**src/rtl/reg_file.sv**
```systemverilog
// Integer register file for the ID stage: two combinational read ports and one
// synchronous write port. x0 reads as zero, and reads see a same-cycle write first.
module reg_file #(
  parameter int DATA_WIDTH = 32,
  parameter int ADDR_WIDTH = 5,
  parameter int NUM_REGS   = 2**ADDR_WIDTH
) (
  input  logic                  CLK,
  input  logic                  RESET,
  input  logic [DATA_WIDTH-1:0] IN,
  input  logic [ADDR_WIDTH-1:0] ADDRW,
  input  logic                  WRITE,
  input  logic [ADDR_WIDTH-1:0] ADDR1,
  input  logic [ADDR_WIDTH-1:0] ADDR2,
  output logic [DATA_WIDTH-1:0] OUT1,
  output logic [DATA_WIDTH-1:0] OUT2
);

  logic [DATA_WIDTH-1:0] regs [NUM_REGS];
  logic                  wr_live;

  assign wr_live = !RESET && WRITE && (ADDRW != '0);

  // x0 is a constant, so there is no storage behind it.
  assign regs[0] = '0;

  for (genvar r = 1; r < NUM_REGS; r++) begin : g_reg
    always_ff @(posedge CLK) begin
      if (RESET)
        regs[r] <= '0;
      else if (WRITE && ADDRW == ADDR_WIDTH'(r))
        regs[r] <= IN;
    end
  end

  // Bypass is write-first; the x0 check sits ahead of it so x0 never forwards.
  always_comb begin
    OUT1 = regs[ADDR1];
    if (ADDR1 == '0)
      OUT1 = '0;
    else if (wr_live && ADDRW == ADDR1)
      OUT1 = IN;
  end

  always_comb begin
    OUT2 = regs[ADDR2];
    if (ADDR2 == '0)
      OUT2 = '0;
    else if (wr_live && ADDRW == ADDR2)
      OUT2 = IN;
  end

endmodule

```
**config.mk**
```make
export PLATFORM = sky130hd
export DESIGN_NAME = reg_file
export DESIGN_NICKNAME = d
export VERILOG_FILES = /design/src/rtl/reg_file.sv
export SDC_FILE = /design/constraint.sdc
export NUM_CORES = 2
export LEC_CHECK = 0
export CAP_MARGIN = 20
export CORE_MARGIN = 2
export CORE_UTILIZATION = 45
export CTS_BUF_LIST = sky130_fd_sc_hd__clkbuf_4
export DETAILED_ROUTE_END_ITERATION = 6
export GPL_TIMING_DRIVEN = 0
export HOLD_SLACK_MARGIN = 0.1
export SYNTH_ARGS = -nofsm -noshare
export SYNTH_HDL_FRONTEND = slang
export SYNTH_SLANG_ARGS = --single-unit
```
**constraint.sdc**
```tcl
create_clock -name CLK -period 7.5 [get_ports CLK]
set_input_delay 1.5 -clock CLK [delete_from_list [all_inputs] [get_ports CLK]]
set_output_delay 1.5 -clock CLK [all_outputs]
set_load 0.02 [all_outputs]
```
Word level (Yosys, flattened, before mapping)
Index checks and enable logic that the tools add are counted.
{ "totals": {"reg_bits": 992, "inputBits": 50, "output_inout_bits": 64, "wordCells": 117} }
{ "op_classes": {"n_lt_le_gt_ge": 2, "n_eq_ne": 33, "n_mux": 10, "n_bitwise": 2, "n_reduce_logical": 39} }
{ "ops": {"columns": ["operator", "n"], "rows": [
  ["binary-select mux 32 bit (select 5 bit)", 2],
  ["2-to-1 mux 32 bit", 8],
  ["equality test 5 bit (second input constant)", 16],
  ["equality test 5 x 4 -> 1 bit (second input constant)", 8],
  ["logical AND 1 bit", 35],
  ["equality test 5 x 3 -> 1 bit (second input constant)", 4],
  ["greater-or-equal comparator 6 bit (second input constant)", 2],
  ["NOT 5 -> 6 bit", 2],
  ["equality test 5 x 2 -> 1 bit (second input constant)", 2],
  ["equality test 5 bit", 2],
  ["logical NOT 5 bit", 2],
  ["equality test 5 x 1 -> 1 bit (second input constant)", 1],
  ["nonzero test 5 bit", 1],
  ["logical NOT 1 bit", 1]
]} }

Longest topological paths before layout
{ "logic_depth": {"depth_word": 6, "depth_mapped": 10, "ltp_nobuf": 5} }

Worst setup path after synthesis
Ideal clock, no wire load.
{ "synth_path": {"path_type": "input to output", "from": "input ADDR2[0]", "to": "output OUT2[17]", "arrival_ps": 3479, "t_required_ps": 6000, "setup_slack_ps": 2521, "path_stages": 9, "path_buffers": 4, "cell_sequence": "buf_6 > buf_12 > buf_8 > buf_12 > mux2i_1 > a221oi_1 > nor2_1 > a2bb2oi_1 > o41ai_1"} }
{ "synth_between": {"elab_chain_cells": 6, "word_cells_on_any_way": 9, "cone_classes": "eq/ne: 1; mux: 5; bitwise: 1; reduce/logical: 2"} }
{ "synth_rtl": {"columns": ["element", "line_no", "source"], "rows": [
  ["from (decl)", "14", "input logic [ADDR_WIDTH-1:0] ADDR2,"],
  ["NOT 5 -> 6 bit (not written as such)", "46", "OUT2 = regs[ADDR2];"],
  ["binary-select mux 32 bit (select 5 bit)", "46", null],
  ["2-to-1 mux 32 bit (not written as such) (2 in a row)", "46", null],
  ["2-to-1 mux 32 bit", "49", "else if (wr_live && ADDRW == ADDR2)"],
  ["2-to-1 mux 32 bit (*)", "47", "if (ADDR2 == '0)"],
  ["to (decl)", "16", "output logic [DATA_WIDTH-1:0] OUT2"]
]} }
Every way passes the cells marked *; elsewhere a longest branch is shown, timed or not. The select of a mux whose other input is x is not followed.

Final worst setup path
{ "layout_path": {"from": "input ADDR2[1]", "to": "output OUT2[31]"} }
Same word-level chain as after synthesis.

==> results.toml <==
[detailed_routing]
avgRoutedWirePerCell_um = 37.2
wl_mm = 303
viasPerCell = 6.51
antenna_left = 0
drt_iter0_drc = 8588
route.detailed.drc = 3
dr.pass1.iters = 7
vias = 52901

[clock_tree]
worstSkewPairLatency_ns = 1.31
cts_tree = "yes"
postCtsHoldBufs = 0
cts.root.buffer_cell = "clkbuf_4"
cts_htree_levels = 5
cts_buffers = 298
path_clk_slew_ns = 0.06
clkSinkCount = 992
clockBufferDepth = 4

[sta]
slew_headroom_pct = 9.26
fin_skew_ns = 0
finalSetupTns_ns = -4.23
slew_violations = 0
finalHoldViolCount = 0
layout_min_cycle_time_ns = 7.89
worst_pin_slew_ns = 1.36
rsz0062_at_grt = "false"
max_freq_mhz = 127
whs_ns = 0.463
setup_slack_ns = -0.387
setup_viol = 31
finalCritPeriodShare_pct = 105

[grt]
grt_first_pass_wirelength_mm = 399
grt_use_total_pct = 50.8
grt_pass1_vias = 47887
antenna_found_initial = 24
grt_max_degree = 20
grt-ovfl-total = 0

[hold_path]
hp-class = "reg -> reg"

[die]
coreArea_um2 = 112000
initial_core_util_pct = 45.4
die_area_um2 = 116000
num_rows = 123
io_pins = 114
die_w_um = 341
die_y_um = 341

[setup_path]
cp-end-kind = "output pin"
worstPathArrival_ns = 6.39
criticalPathCategory = "in -> out"
cp-start-kind = "primary input"
crit_path_max_fanout = 10
reg2reg_setup_slack_ns = 6.75
required_ns = 6.00

[cells_and_area]
nets = 6469
utilization_pct = 51.3
fillers = 11129
largest_reg_flops = 992
area_delta_synth_final_pct = 13.0
drive_above_1_share_pct = 17.8
design_area_um2 = 57600
largestRegisters = "regs (992)"
layout_commonest_cell = "nand2_1"
largest-register = "regs"
final_cell_mix = "nand2_1 (2094), a21oi_1 (1059), dfxtp_1 (992)"

[run_status]
status = "complete, but fails checks"
violations = "DRC, setup timing"

[synth]
syn_area_um2 = 51000
synth_seq_cells = 992
synthCells = 6024
synth_cell_types = 61
yosysSeqAreaShare_pct = 39.0
postSynthAreaPerCell_um2 = 8.46
yosys_most_used_dff = "dfxtp_1"
synth_nets = 6074
yosysWarnings = 0
postSynth.asyncResetShare_pct = 0
synth_edf_count = 0

[power]
p_sw_share_pct = 31.4
combPwrFrac_pct = 13.1
internal-power_uw = 8440
p_switching_uw = 3860
vdd_drop_max_mv = 0.171
power.leakage_uw = 0.0189
powerDensity_nw_per_um2 = 214
clock_power_share_pct = 43.6
power_uw = 12300
pwr-share-seq_pct = 43.4

[placement]
post_dp_cell_area_um2 = 53800
place_congestion = 1.06
io_buffer_count = 72
dpl.hpwl_mm = 233

[run]
drv_cap = 0
==> cell families after synthesis <==
family	synth area share [%]
AOI/OAI and AO/OA	15.5
muxes	21.6
buffers and inverters	5.52
DFF	39.0
and+or+nand+nor	18.2
xor gates and xnor gates	0.172
==> timing repair <==
| item | in CTS | in global routing |
|---|---|---|
| pin swaps | 0 | 1 |
| setup buffers | 0 | 3 |
| resized for setup | 14 | 24 |
| gates cloned | 0 | 0 |
| setup endpoints to repair | 39 | 21 |
| hold endpoints to repair | 0 | 0 |
==> power groups by stage <==
stage	combinational (µW)	sequential, µW	clock, µW
after floorplan	702	5440	0
after CTS	1490	5340	5290
final	1610	5340	5360
after detailed placement	1490	5460	0
after global placement	1470	5450	0
after global routing	1560	5340	5570
==> final cells by class <==
| cell class | count | area (µm²) | area share (%) |
|---|---|---|---|
| Clock buffer | 440 | 3300 | 5.74 |
| Antenna cell | 18 | 45.0 | 0.0782 |
| Tap cell | 1500 | 1880 | 3.26 |
| Clock inverter | 54 | 283 | 0.491 |
| Sequential cell | 992 | 19900 | 34.5 |
| Timing Repair Buffer | 97 | 976 | 1.69 |
| Inverter | 4 | 15.0 | 0.0261 |
| Buffer | 638 | 2830 | 4.92 |
| Multi-Input combinational cell | 4388 | 28400 | 49.3 |
==> cells in the mapped netlist (all sizes together) (3+ instances only) <==
cell	number	area [µm²]
mux2i	90	901
and2	5	31.3
o211a	3	30.0
a21o	4	30.0
nor2b	34	213
mux2	114	1280
a2bb2oi	4	35.0
a31oi	3	18.8
a21oi	1059	5300
nand3	22	110
buf	142	896
a221oi	57	499
a311o	6	60.1
nor4	29	194
a2111oi	18	158
and3	6	37.5
nand2b	16	100
o22a	10	87.6
clkbuf	498	1900
o22ai	84	526
nand3b	3	22.5
o21ai	45	225
nor2	134	503
o32ai	3	26.3
a221o	4	40.0
o32a	3	30.0
or4	6	45.0
or2	9	56.3
o31ai	4	30.0
xnor2	6	52.6
a32o	14	140
a22oi	44	330
o221ai	3	26.3
mux4	392	8830
nor3	14	70.1
o41ai	6	71.3
dfxtp	992	19900
nand2	2095	7860
xor2	4	35.0
a211oi	16	120
o2111ai	4	35.0
or3	3	18.8
==> path summary, 6_finish.rpt <==
check / from / endpoint / depth (start not counted)
min: regs[664] / regs[664] / 2
min reg2reg: regs[664] / regs[664] / 2
max reg2reg: regs[874] / regs[874] / 2
max: ADDR2[1] / OUT2[31] / 9
==> per-stage QoR <==
step / setup slack [ns] / cells
finish: -0.387 / 8131
floorplan: 2.52 / 6024
global route: 0.000360 / 8120
global placement: -0.940 / 7596
CTS: 0.0122 / 8110
detailed placement: -0.672 / 7617
==> worst max-delay path: stages <==
cell and delay, ns:
clkdlybuf4s50_1 0.52, buf_2 0.25, buf_2 0.55, buf_2 0.50
buf_2 0.54, mux4_2 0.40, a211oi_1 1.04, o41ai_2 0.35
clkdlybuf4s50_1 0.68
==> routing by layer <==
layer	GRT usage [%]	vias to the layer above	part of all wire (%)
li1	-	21993	-
met1	62.2	25685	36
met2	71.0	4207	40
met3	23.5	994	15
met4	34.1	22	7.9
met5	0	-	0.11
No activity file was read; power rests on OpenSTA's default activity.
